--- config.mk ---
export PLATFORM = sky130hd
export DESIGN_NAME = tree_stream_loader_flat
export DESIGN_NICKNAME = d
export VERILOG_FILES = /design/src/rtl/tree_pkg.sv /design/src/rtl/tree_stream_loader_if.sv /design/src/rtl/tree_stream_loader.sv /design/src/flat_wrapper.sv
export SDC_FILE = /design/constraint.sdc
export NUM_CORES = 1
export LEC_CHECK = 0
export CORE_MARGIN = 10
export CORE_UTILIZATION = 49
export DETAILED_ROUTE_END_ITERATION = 12
export GPL_TIMING_DRIVEN = 0
export PLACE_DENSITY = 0.76
export SYNTH_ARGS = -nofsm -noshare
export SYNTH_HDL_FRONTEND = slang
export SYNTH_SLANG_ARGS = --single-unit
--- constraint.sdc ---
create_clock -name clk -period 1.95 [get_ports clk]
set_clock_uncertainty 0.1 [all_clocks]
set_input_delay 0.39 -clock clk [delete_from_list [all_inputs] [get_ports clk]]
set_output_delay 0.39 -clock clk [all_outputs]
set_load 0.02 [all_outputs]
--- src/rtl/tree_pkg.sv ---
// Shared types and constants for the tree image loader.
package tree_pkg;

  localparam int unsigned TREE_IDX_W = 6;
  localparam logic [7:0]  LOAD_HDR   = 8'hA5;

  typedef enum logic [1:0] {
    ACT_NONE   = 2'd0,
    ACT_BUY    = 2'd1,
    ACT_SELL   = 2'd2,
    ACT_CANCEL = 2'd3
  } action_e;

  typedef enum logic [1:0] {
    ERR_NONE      = 2'd0,
    ERR_BAD_COUNT = 2'd1,
    ERR_BAD_INDEX = 2'd2,
    ERR_BAD_CSUM  = 2'd3
  } err_code_e;

  typedef enum logic [2:0] {
    ST_IDLE,
    ST_COUNT,
    ST_B0,
    ST_B1,
    ST_B2,
    ST_WRITE,
    ST_CSUM
  } load_state_e;

  // One node record as written into node memory; child indices kept at full byte-packing width.
  typedef struct packed {
    logic                  is_leaf;
    logic [7:0]            threshold;
    logic                  less_than;
    logic [TREE_IDX_W-1:0] left;
    logic [TREE_IDX_W-1:0] right;
    action_e               action;
  } node_t;

endpackage

--- src/rtl/tree_stream_loader_if.sv ---
// Valid/ready byte stream feeding the tree loader.
interface tree_stream_loader_if;
  logic [7:0] in_data;
  logic       in_valid;
  logic       in_ready;

  modport master (output in_data, output in_valid, input in_ready);
  modport slave  (input in_data, input in_valid, output in_ready);
endinterface

--- src/rtl/tree_stream_loader.sv ---
// Framed byte-stream loader for decision-tree node memory: unpacks node records,
// writes them at sequential addresses, validates count, child indices and checksum.
// ADDR_WIDTH must not exceed 6: child indices share a byte with two flag/action bits.
module tree_stream_loader
  import tree_pkg::*;
#(
  parameter int unsigned MAX_NODES  = 64,
  parameter int unsigned ADDR_WIDTH = $clog2(MAX_NODES)
) (
  input  logic                  clk,
  input  logic                  rst,
  tree_stream_loader_if.slave   byte_in,
  output logic                  sw_we,
  output logic [ADDR_WIDTH-1:0] sw_addr,
  output logic                  sw_data_is_leaf,
  output logic                  sw_data_less_than,
  output logic [7:0]            sw_data_threshold,
  output logic [ADDR_WIDTH-1:0] sw_data_left_idx,
  output logic [ADDR_WIDTH-1:0] sw_data_right_idx,
  output logic [1:0]            sw_data_action,
  output logic                  load_busy,
  output logic                  load_done,
  output logic                  load_err,
  output logic [1:0]            err_code,
  output logic [ADDR_WIDTH:0]   nodes_loaded
);

  localparam int unsigned CNT_W = ADDR_WIDTH + 1;

  load_state_e            state_q, state_d;
  logic                   in_ready_q;
  logic                   accept;
  logic                   hdr_seen, wr_start, done_set, err_set;
  err_code_e              err_kind;
  logic [CNT_W-1:0]       count_q;
  logic [7:0]             csum_q;
  logic [7:0]             thr_q;
  logic                   leaf_q, lt_q;
  logic [TREE_IDX_W-1:0]  left_q;
  logic [CNT_W-1:0]       left_ext, right_ext;
  node_t                  wr_node_q;

  assign accept           = in_ready_q & byte_in.in_valid;
  assign byte_in.in_ready = in_ready_q;
  assign left_ext         = CNT_W'(left_q[ADDR_WIDTH-1:0]);
  assign right_ext        = CNT_W'(byte_in.in_data[ADDR_WIDTH-1:0]);

  assign sw_data_is_leaf   = wr_node_q.is_leaf;
  assign sw_data_less_than = wr_node_q.less_than;
  assign sw_data_threshold = wr_node_q.threshold;
  assign sw_data_left_idx  = wr_node_q.left[ADDR_WIDTH-1:0];
  assign sw_data_right_idx = wr_node_q.right[ADDR_WIDTH-1:0];
  assign sw_data_action    = wr_node_q.action;

  // State register.
  always_ff @(posedge clk) begin
    if (rst) state_q <= ST_IDLE;
    else     state_q <= state_d;
  end

  // Next-state decode and per-cycle control strobes.
  always_comb begin
    state_d  = state_q;
    hdr_seen = 1'b0;
    wr_start = 1'b0;
    done_set = 1'b0;
    err_set  = 1'b0;
    err_kind = ERR_NONE;
    case (state_q)
      ST_IDLE: begin
        if (accept && byte_in.in_data == LOAD_HDR) begin
          hdr_seen = 1'b1;
          state_d  = ST_COUNT;
        end
      end
      ST_COUNT: begin
        if (accept) begin
          if (byte_in.in_data == 8'd0 || byte_in.in_data > 8'(MAX_NODES)) begin
            err_set  = 1'b1;
            err_kind = ERR_BAD_COUNT;
            state_d  = ST_IDLE;
          end else begin
            state_d = ST_B0;
          end
        end
      end
      ST_B0: if (accept) state_d = ST_B1;
      ST_B1: if (accept) state_d = ST_B2;
      ST_B2: begin
        if (accept) begin
          if (!leaf_q && (left_ext >= count_q || right_ext >= count_q)) begin
            err_set  = 1'b1;
            err_kind = ERR_BAD_INDEX;
            state_d  = ST_IDLE;
          end else begin
            wr_start = 1'b1;
            state_d  = ST_WRITE;
          end
        end
      end
      ST_WRITE: state_d = (nodes_loaded + CNT_W'(1) < count_q) ? ST_B0 : ST_CSUM;
      ST_CSUM: begin
        if (accept) begin
          if (byte_in.in_data == csum_q) begin
            done_set = 1'b1;
          end else begin
            err_set  = 1'b1;
            err_kind = ERR_BAD_CSUM;
          end
          state_d = ST_IDLE;
        end
      end
      default: state_d = ST_IDLE;
    endcase
  end

  // Datapath: byte capture, checksum, node counter and registered outputs.
  always_ff @(posedge clk) begin
    if (rst) begin
      in_ready_q   <= 1'b1;
      load_busy    <= 1'b0;
      load_done    <= 1'b0;
      load_err     <= 1'b0;
      err_code     <= 2'd0;
      nodes_loaded <= '0;
      sw_we        <= 1'b0;
      sw_addr      <= '0;
      wr_node_q    <= '0;
      count_q      <= '0;
      csum_q       <= 8'd0;
      thr_q        <= 8'd0;
      leaf_q       <= 1'b0;
      lt_q         <= 1'b0;
      left_q       <= '0;
    end else begin
      in_ready_q <= (state_d != ST_WRITE);
      load_busy  <= (state_d != ST_IDLE);
      sw_we      <= wr_start;
      load_done  <= done_set;
      load_err   <= err_set;
      if (err_set) err_code <= err_kind;
      if (hdr_seen) begin
        nodes_loaded <= '0;
        csum_q       <= 8'd0;
      end
      if (accept) begin
        case (state_q)
          ST_COUNT: begin
            count_q <= CNT_W'(byte_in.in_data);
            csum_q  <= byte_in.in_data;
          end
          ST_B0: begin
            thr_q  <= byte_in.in_data;
            csum_q <= csum_q ^ byte_in.in_data;
          end
          ST_B1: begin
            leaf_q <= byte_in.in_data[7];
            lt_q   <= byte_in.in_data[6];
            left_q <= byte_in.in_data[TREE_IDX_W-1:0];
            csum_q <= csum_q ^ byte_in.in_data;
          end
          ST_B2:   csum_q <= csum_q ^ byte_in.in_data;
          default: ;
        endcase
      end
      // Write fields change only when a write starts, so they stay stable while sw_we is low.
      if (wr_start) begin
        sw_addr   <= nodes_loaded[ADDR_WIDTH-1:0];
        wr_node_q <= '{is_leaf:   leaf_q,
                       threshold: thr_q,
                       less_than: lt_q,
                       left:      left_q,
                       right:     byte_in.in_data[TREE_IDX_W-1:0],
                       action:    action_e'(byte_in.in_data[7:6])};
      end
      if (state_q == ST_WRITE) nodes_loaded <= nodes_loaded + CNT_W'(1);
    end
  end

endmodule

--- src/flat_wrapper.sv ---
// flat-port wrapper written by rule: the top's interface ports become plain ports
module tree_stream_loader_flat import tree_pkg::*;
#(
  parameter int unsigned MAX_NODES  = 64,
  parameter int unsigned ADDR_WIDTH = $clog2(MAX_NODES)
)
  (clk, rst, sw_we, sw_addr, sw_data_is_leaf, sw_data_less_than, sw_data_threshold, sw_data_left_idx, sw_data_right_idx, sw_data_action, load_busy, load_done, load_err, err_code, nodes_loaded, byte_in_in_data, byte_in_in_valid, byte_in_in_ready);
  tree_stream_loader_if byte_in_i ();
  input  logic clk;
  input  logic rst;
  output logic sw_we;
  output logic [ADDR_WIDTH-1:0] sw_addr;
  output logic sw_data_is_leaf;
  output logic sw_data_less_than;
  output logic [7:0] sw_data_threshold;
  output logic [ADDR_WIDTH-1:0] sw_data_left_idx;
  output logic [ADDR_WIDTH-1:0] sw_data_right_idx;
  output logic [1:0] sw_data_action;
  output logic load_busy;
  output logic load_done;
  output logic load_err;
  output logic [1:0] err_code;
  output logic [ADDR_WIDTH:0] nodes_loaded;
  input wire logic [$bits(byte_in_i.in_data)-1:0] byte_in_in_data;
  input wire logic [$bits(byte_in_i.in_valid)-1:0] byte_in_in_valid;
  output wire logic [$bits(byte_in_i.in_ready)-1:0] byte_in_in_ready;
  assign byte_in_i.in_data = byte_in_in_data;
  assign byte_in_i.in_valid = byte_in_in_valid;
  assign byte_in_in_ready = byte_in_i.in_ready;
  tree_stream_loader #(.MAX_NODES(MAX_NODES), .ADDR_WIDTH(ADDR_WIDTH)) u_core (.clk(clk), .rst(rst), .byte_in(byte_in_i), .sw_we(sw_we), .sw_addr(sw_addr), .sw_data_is_leaf(sw_data_is_leaf), .sw_data_less_than(sw_data_less_than), .sw_data_threshold(sw_data_threshold), .sw_data_left_idx(sw_data_left_idx), .sw_data_right_idx(sw_data_right_idx), .sw_data_action(sw_data_action), .load_busy(load_busy), .load_done(load_done), .load_err(load_err), .err_code(err_code), .nodes_loaded(nodes_loaded));
endmodule
# After elaboration in Yosys (flattened, before gate mapping)
# Index checks and enable logic that the tools add are counted.
[totals]
register_bits = 78
latch_bits = 0
mem_bits_rw = 0
romBits = 0
input_bits = 11
out_inout_bits = 44
wordCells = 88
n_memories = 0
[classes]
n_addsub = 1
mul = 0
n_div = 0
magnitude_cmp = 4
n_eq_ne = 9
n_shift = 0
mux = 35
n_bitwise = 4
n_reduce_logical = 14
[op_table]
columns = ["operator", "count"]
rows = [
  ["2-to-1 mux 3 bit", 8],
  ["one-hot mux 3 bit (7 select lines)", 1],
  ["2-to-1 mux 8 bit", 2],
  ["one-hot mux 8 bit (2 select lines)", 1],
  ["greater-or-equal comparator 6 x 7 -> 1 bit", 2],
  ["2-to-1 mux 7 bit", 2],
  ["2-to-1 mux 1 bit", 13],
  ["2-to-1 mux 2 bit", 6],
  ["equality test 3 bit (second input constant)", 3],
  ["equality test 8 bit", 1],
  ["equality test 8 bit (second input constant)", 1],
  ["greater-than comparator 8 x 7 -> 1 bit (second input constant)", 1],
  ["zero test 8 bit", 1],
  ["XOR 8 bit", 1],
  ["adder 7 x 1 -> 7 bit (second input constant)", 1],
  ["less-than comparator 7 bit", 1],
  ["equality test 3 x 2 -> 1 bit (second input constant)", 2],
  ["one-hot mux 2 bit (3 select lines)", 1],
  ["AND reduction 2 bit", 3],
  ["OR reduction 3 bit", 2],
  ["equality test 3 x 1 -> 1 bit (second input constant)", 1],
  ["zero test 3 bit", 1],
  ["inequality test 3 bit (second input constant)", 1],
  ["one-hot mux 1 bit (3 select lines)", 1],
  ["7 further kinds", 10],
]

# Depth between registers and ports, before layout
# Gate-level depths: netlist of run 1.
[logic_depth]
word_depth = 7
depth_mapped = 9
ltp_nobuf = 9

# Worst setup path before layout of run 1
# Ideal clock, no wire load.
[synth_path]
path_type = "flip-flop to flip-flop"
from = "register u_core.nodes_loaded[0]"
to = "register u_core.load_busy"
t_arrival_ns = 2.104
path_slack_ns = -0.389
path_stages_with_launch = 10
path_buffers = 0
period_less_slack_ns = 2.339
path_cell_list = "dfxtp_1 -> ha_1 -> nand3_1 -> xnor2_1 -> ha_1 -> a21o_1 -> a21oi_1 -> o21ai_0 -> a311oi_1 -> a31oi_1"
[synth_between]
elab_chain_len = 5
[synth_rtl]
columns = ["element", "line_no", "source"]
rows = [
  ["start: declaration", "tree_stream_loader.sv:25", "output logic [ADDR_WIDTH:0] nodes_loaded"],
  ["start signal: assignment", "tree_stream_loader.sv:176", "if (state_q == ST_WRITE) nodes_loaded <= nodes_loaded + CNT_W'(1);"],
  ["adder 7 x 1 -> 7 bit", "tree_stream_loader.sv:101", "ST_WRITE: state_d = (nodes_loaded + CNT_W'(1) < count_q) ? ST_B0 : ST_CSUM;"],
  ["less-than comparator 7 bit", "tree_stream_loader.sv:101", ""],
  ["2-to-1 mux 3 bit", "tree_stream_loader.sv:101", ""],
  ["one-hot mux 3 bit (7 select lines)", "tree_stream_loader.sv:69", "case (state_q)"],
  ["nonzero test 3 bit", "tree_stream_loader.sv:137", "load_busy <= (state_d != ST_IDLE);"],
  ["end signal: assignment", "tree_stream_loader.sv:137", ""],
  ["end: declaration", "tree_stream_loader.sv:21", "output logic load_busy,"],
]
# Every way passes these cells.
# A chain may end at the register's enable or synchronous reset.

# Worst setup path after layout of run 1
[layout_path]
from = "register u_core.nodes_loaded[2]"
to = "register u_core.load_busy"
# The elaborated chain is that of the path after synthesis.

==> results of run 1 <==
-- what timing repair did --
item / 4_1_cts / 5_1_grt
setup buffers: 12 / 5
pin swaps: 18 / 10
endpoints found under the setup margin: 67 / 79
hold buffers: 0 / 0
endpoints found under the hold margin: 0 / 0
gates resized for setup: 79 / 52
gates cloned: 4 / 0
-- worst min-delay path by stage --
| stage | end | slack, ns | depth (start not counted) |
|---|---|---|---|
| 2_1_floorplan | u_core.count_q[1] | 0.34 | 2 |
| 3_3_place_gp | u_core.count_q[3] | 0.34 | 2 |
| 3_5_place_dp | u_core.count_q[1] | 0.35 | 2 |
| 4_1_cts | u_core.csum_q[0] | 0.26 | 3 |
| 5_1_grt | u_core.csum_q[0] | 0.29 | 3 |
| 6_report | u_core.csum_q[0] | 0.27 | 3 |
-- power groups by stage --
stage | logic, W | clock network (W) | registers, W
global route | 0.000185 | 0.00122 | 0.00159
finish | 0.000175 | 0.00115 | 0.00159
CTS | 0.000164 | 0.00116 | 0.00159
detailed placement | 0.000137 | 0 | 0.00163
floorplan | 0.0000831 | 0 | 0.00163
global placement | 0.000134 | 0 | 0.00163
-- cells in the mapped netlist, types with 5 or more instances --
cell type,number,share of area (%)
clkbuf_1,29,2.8
mux2i_1,16,4.2
ha_1,19,6.2
nand3_1,37,4.8
inv_1,11,1.1
nand2_1,47,4.6
buf_2,5,0.65
or3_1,5,0.82
a21o_1,5,0.98
xor2_1,11,2.5
nor3_1,5,0.65
dfxtp_1,78,41
nor2_1,27,2.6
a21oi_1,60,7.8
o21ai_0,47,6.1
nand4_1,8,1.3
-- per-layer routing --
metal  track usage [%]  routed length, um  vias up
li1                  -                  -     1823
met1              24.9               5040     1882
met2              33.8               5840      184
met3              5.18               1120       40
met4              9.60                327        0
met5                 0                  0        -
-- tightest hold or removal path, delay by kind of cell --
kind	cells	cell delay, ns
buf+inv	1	0.18
simple gates	1	0.08
compound gates	1	0.05
-- flip-flops by register name, summed over array words and instances (netlist names), 6 cells and up --
name                      count
u_core.sw_data_left_idx       6
u_core.left_q                 6
u_core.thr_q                  8
u_core.sw_addr                6
u_core.nodes_loaded           7
u_core.sw_data_right_idx      6
u_core.count_q                7
u_core.sw_data_threshold      8
u_core.csum_q                 8
-- layout make-up --
type / count / area (sq um) / area share [%]
Buffer: 37 / 277 / 5.31
Clock buffer: 9 / 124 / 2.38
Clock inverter: 7 / 55.1 / 1.06
Inverter: 11 / 41.3 / 0.793
Multi-Input combinational cell: 343 / 2320 / 44.7
Sequential cell: 78 / 1580 / 30.3
Tap cell: 102 / 128 / 2.45
Timing Repair Buffer: 72 / 676 / 13.0
-- cells in the final DEF (no fill, tap or decap), drive strengths merged, types with 2 or more instances in the layout --
master	netlist	final
dfxtp	78	78
a21oi	61	61
o21ai	51	51
nand2	47	47
clkdlybuf4s50	0	41
nand3	37	37
clkbuf	29	36
buf	8	34
nor2	27	27
ha	19	19
mux2i	16	16
inv	11	14
xor2	11	11
nand4	9	9
nor3	7	7
or3	6	6
a21o	5	5
dlygate4sd2	0	5
nor2b	4	4
nand2b	4	4
and3	3	3
nand3b	3	3
nor4	3	3
clkinv	0	3
o21a	3	3
or2	2	2
dlymetal6s2s	0	2
xnor2	2	2
and4	2	2
a221oi	2	2
and2	2	2
a31oi	2	2
-- logic make-up (layout without fill, tap and decap cells) --
group           count (synthesis)  after routing
simple gates                  162            162
compound gates                132            132
flops                          78             78
buf+inv                        48            136
fa+ha+maj                      20             20
mux                            16             16
xor+xnor                       13             13
-- stage by stage --
step	utilization (%)	instances
6_report	68.0	659
5_1_grt	68.0	659
4_1_cts	66.6	654
3_5_place_dp	59.2	622
3_3_place_gp	59.2	622
2_1_floorplan	-	469
==> flow_summary.yaml, run 1 <==
power:
  clkPwrFrac_pct: 39.5
  switching_share_pct: 27.0
  switchingPower_w: 0.000786
  power.leakage_nw: 1.90
  ir_worst_vdd_mv: 0.350
  p_per_area_nw_per_um2: 560
  share_comb_of_total_power_pct: 6.0
  p_int_w: 0.00213
  power_w: 0.00291
  seqPwrFrac_pct: 54.5
logic_synthesis:
  synth_ff_type: "dfxtp_1"
  synth_fa_ha_area_share_pct: 6.46
  netlist_area_sq_um: 3830
  muxShareOfSynthArea_pct: 4.18
  syn_avg_cell_area_sq_um: 8.17
  ys_async_sr_fraction_pct: 0
  synth_edf_count: 0
  synth-xor-area-share_pct: 2.97
  ys_ff_latch: 78
  ys_seq_area_share_pct: 40.7
  synth_compound_area_share_pct: 18.8
  ys_types: 51
  synthCells: 469
  synth_top_family_by_area: "simple AND/OR/NAND/NOR gates"
  yosys_warnings: 0
  synthSimpleGateAreaFrac_pct: 21.4
  syn_nets: 499
setup_path:
  critical_path.max_stage_delay_ns: 0.41
  worstPathArrival_ns: 2.30
  r2r-end: "u_core.load_busy"
  path_cells: "nand3_1 > nor2_2 > xor2_2 > ha_1 > a21oi_2 > o21ai_2 > a311oi_2 > a31oi_1"
  path_buf_inv: 0
  start_kind: "register"
  cpMaxStageDelayCell: "dfxtp_4"
  critPathKind: "reg -> reg"
  reg2reg_from: "u_core.nodes_loaded[2]"
  cp.required_ns: 2.10
  cp.depth: 8
  crit_start: "u_core.nodes_loaded[2]"
  cp-end-kind: "register"
  worst-path-max-fanout: 7
  reg2reg_depth: 8
  reg2reg_slack_ns: -0.20
  critPathCapture: "u_core.load_busy"
  crit_family: "compound AO/OA/AOI/OAI gates"
timing:
  fin_crit_sh_pct: 110
  fin_ws_ns: -0.204
  finalSetupViolCount: 35
  hold_viol: 0
  setup_tns_ns: -2.65
  fmax_mhz: 464
  hold_ws_ns: 0.270
  rsz0062_at_grt: "true"
  slew_violations: 0
  period_minus_slack_ns: 2.15
  worst_pin_slew_ns: 0.563
  relSlewSlack_pct: 62.5
grt:
  grt_max_degree: 16
  gr-total-overflow: 0
  grt_pass1_vias: 3717
  grt_pass1_wl_mm: 19.2
  antenna_found_initial: 0
  track_usage_pct: 20.6
routing:
  wl_per_cell_um: 18.7
  routed_via_density: 5.96
  final_antenna_net_count: 0
  wl_mm: 12.3
  drc_errors: 0
  firstDrtPassIters: 5
  dr.first_iter.drc_count: 368
  vias: 3929
cts:
  cts.sinks: 78
  clk_latency_ns: 0.37
  numCtsBuffers: 9
  cts-root-buf: "clkbuf_8"
  path_clk_slew_ns: 0.09
  cts_tree: "yes"
  cts_max_path_buffers: 2
  h-tree-depth: 3
final_layout:
  stdcell_area_sq_um: 5200
  antenna_cells: 0
  final_layout_size_suffix_gt1_share_pct: 22.3
  n_fill_cell: 605
  final_nets: 582
  syn_to_final_growth_pct: 35.8
hold_path:
  min-delay-start: "byte_in_in_data[0]"
  hold_class: "in -> reg"
placement:
  postPlaceCellArea_sq_um: 4530
  port-buffer-count: 51
  dpl.hpwl_mm: 8.10
  place_congestion: 0.917
  dp_worst_setup_slack_ns: -0.829
die:
  coreArea_sq_um: 7650
  start_util_pct: 50.1
  die_w_um: 108
  io_pins: 55
  die-area_sq_um: 11800
  die_h_um: 108
  rows: 32
job:
  drv_cap: 0
run_status:
  violations: "negative setup slack"
  outcome: "complete, but fails checks"
No activity file was read; power rests on OpenSTA's default activity.
==> run 2, diff against run 1 <==
--- a/config.mk
+++ b/config.mk
@@ -6,10 +6,11 @@
 export NUM_CORES = 1
 export LEC_CHECK = 0
 export CORE_MARGIN = 10
-export CORE_UTILIZATION = 49
+export CORE_UTILIZATION = 59
 export DETAILED_ROUTE_END_ITERATION = 12
 export GPL_TIMING_DRIVEN = 0
-export PLACE_DENSITY = 0.76
+export PLACE_DENSITY = 0.86
 export SYNTH_ARGS = -nofsm -noshare
 export SYNTH_HDL_FRONTEND = slang
 export SYNTH_SLANG_ARGS = --single-unit
+export TNS_END_PERCENT = 50
==> constraint.sdc (replaced) <==
create_clock -name clk -period 2.5 [get_ports clk]
set_clock_uncertainty 0.1 [all_clocks]
set_input_delay 0.5 -clock clk [delete_from_list [all_inputs] [get_ports clk]]
set_output_delay 0.5 -clock clk [all_outputs]
set_load 0.02 [all_outputs]
==> run 2 against run 1 <==
  * The flow now finishes without violations
  * Sequential cell count stayed put
  * Global-route usage is 1.1 points higher
  * Routed wire length is 9.3% lower
  * Utilization is 6.2 points higher
  * Non-clock buffer count is 21 lower
  * Setup slack better by 0.29 ns
  * Clock power is 18% lower
  * Largest cell class unchanged
  * Highest routed layer unchanged
==> flow_summary.yaml, run 2 (same netlist as run 1, synthesis figures left out) <==
grt:
  grt_max_degree: 14
  gr-total-overflow: 0
  track_usage_pct: 21.7
  grt_pass1_vias: 3600
  antenna_found_initial: 0
  grt_pass1_wl_mm: 17.7
power:
  ir_worst_vdd_mv: 0.382
  clkPwrFrac_pct: 41.0
  share_comb_of_total_power_pct: 5.0
  switching_share_pct: 24.3
  power.leakage_nw: 1.65
  seqPwrFrac_pct: 53.9
  switchingPower_w: 0.000558
  p_int_w: 0.00174
  p_per_area_nw_per_um2: 491
  power_w: 0.00230
setup_path:
  worst-path-max-fanout: 10
  reg2reg_depth: 9
  critical_path.max_stage_delay_ns: 0.43
  worstPathArrival_ns: 2.60
  cp.required_ns: 2.69
  critPathCapture: "u_core.load_err"
  reg2reg_from: "u_core.nodes_loaded[0]"
  crit_start: "byte_in_in_data[5]"
  path_cells: "clkdlybuf4s50_1 > ha_1 > and4_1 > a22o_1 > clkbuf_1 > o21ai_0 > a21oi_1"
  reg2reg_slack_ns: 0.17
  cp-end-kind: "register"
  cp.depth: 7
  cpMaxStageDelayCell: "clkdlybuf4s50_1"
  r2r-end: "u_core.load_busy"
  path_buf_inv: 2
  critPathKind: "in -> reg"
  start_kind: "input pin"
  crit_family: "buffers and inverters"
timing:
  relSlewSlack_pct: 43.8
  hold_ws_ns: 0.359
  fin_crit_sh_pct: 96.7
  slew_violations: 0
  period_minus_slack_ns: 2.42
  fin_ws_ns: 0.0832
  finalSetupViolCount: 0
  rsz0062_at_grt: "true"
  fmax_mhz: 414
  worst_pin_slew_ns: 0.839
  hold_viol: 0
routing:
  wl_per_cell_um: 18.2
  wl_mm: 11.2
  dr.first_iter.drc_count: 299
  firstDrtPassIters: 5
  routed_via_density: 6.16
  vias: 3779
  drc_errors: 0
  final_antenna_net_count: 0
cts:
  h-tree-depth: 3
  cts_max_path_buffers: 2
  cts_tree: "yes"
  numCtsBuffers: 9
  cts.sinks: 78
  path_clk_slew_ns: 0.08
  clk_latency_ns: 0.36
  cts-root-buf: "clkbuf_8"
placement:
  dp_worst_setup_slack_ns: -0.429
  place_congestion: 0.934
  dpl.hpwl_mm: 7.92
  place_inst: 597
  port-buffer-count: 51
final_layout:
  finalNonFillerCells: 613
  syn_to_final_growth_pct: 22.3
  final_common_cell: "dfxtp_1"
  fin_util_pct: 74.2
  final_cell_mix: "75 x dfxtp_1, 60 x a21oi_1, 51 x clkdlybuf4s50_1"
  final_nets: 561
  antenna_cells: 0
  n_fill_cell: 534
  final_layout_size_suffix_gt1_share_pct: 8.96
die:
  die_h_um: 101
  die-area_sq_um: 10100
  rows: 29
  io_pins: 55
  die_w_um: 101
  start_util_pct: 60.7
  coreArea_sq_um: 6310
run_status:
  outcome: "finished, final reports clean"
hold_path:
  hold_class: "reg -> reg"
job:
  drv_cap: 0
[run 2: cell types whose count changed in the layout (fill, tap and decap cells not counted), moves of 4 or more]
cell,delta
o21ai_2,-5
buf_4,-20
buf_6,-5
a21oi_1,+5
dlygate4sd2_1,-5
dfxtp_1,+5
o21ai_0,+13
a21oi_2,-5
ha_4,-4
clkdlybuf4s50_1,+10
clkbuf_1,+11
clkbuf_8,-5
o21ai_1,-7
[run 2: through the flow]
step | area [sq um] | TNS (ns)
2_1_floorplan | 3830 | 0
3_3_place_gp | 4440 | -16.05
3_5_place_dp | 4440 | -17.34
4_1_cts | 4640 | -0.0493
5_1_grt | 4690 | -0.0108
6_report | 4690 | 0
[run 2: power by group through the flow]
| stage | Combinational, W | Clock (W) | Sequential (W) |
|---|---|---|---|
| after floorplan | 0.0000622 | 0 | 0.00127 |
| after global placement | 0.000104 | 0 | 0.00127 |
| after detailed placement | 0.000105 | 0 | 0.00127 |
| after CTS | 0.000108 | 0.000950 | 0.00124 |
| after global routing | 0.000120 | 0.000996 | 0.00124 |
| final | 0.000116 | 0.000943 | 0.00124 |
[run 2: repair_timing]
item	CTS	global route
pin swaps	0	1
setup buffers	0	0
hold buffers	0	0
gates resized for setup	3	27
setup endpoints to repair	26	46
gates cloned	0	0
[run 2: worst min-delay path: cells and delay by family, from the launching register on]
family	cells	cell delay (ns)
compound gates	1	0.05
flops	1	0.31
simple gates	1	0.05
[run 2: worst min-delay path by stage]
stage	start	depth (start not counted)	endpoint
after global placement	u_core.count_q[3]	2	u_core.count_q[3]
after floorplan	u_core.count_q[1]	2	u_core.count_q[1]
after detailed placement	u_core.count_q[5]	2	u_core.count_q[5]
after global routing	u_core.count_q[4]	2	u_core.count_q[4]
after CTS	u_core.count_q[4]	2	u_core.count_q[4]
final	u_core.count_q[4]	2	u_core.count_q[4]
[run 2: routing by layer]
layer	share of wire [%]	GRT usage (%)
met3	7.8	6.31
met5	0	0
met4	2.7	9.78
met2	48	34.5
met1	41	26.5
[run 2: area by class of cell]
type,instances,area [sq um],area share [%]
sequential,78,1570,33.4
clock inverter,5,60.1,1.28
tap,77,96.3,2.06
timing repair buffer,51,510,10.9
clock buffer,11,131,2.80
multi-input combinational,343,2100,44.9
buffer,37,176,3.76
inverter,11,41.3,0.881
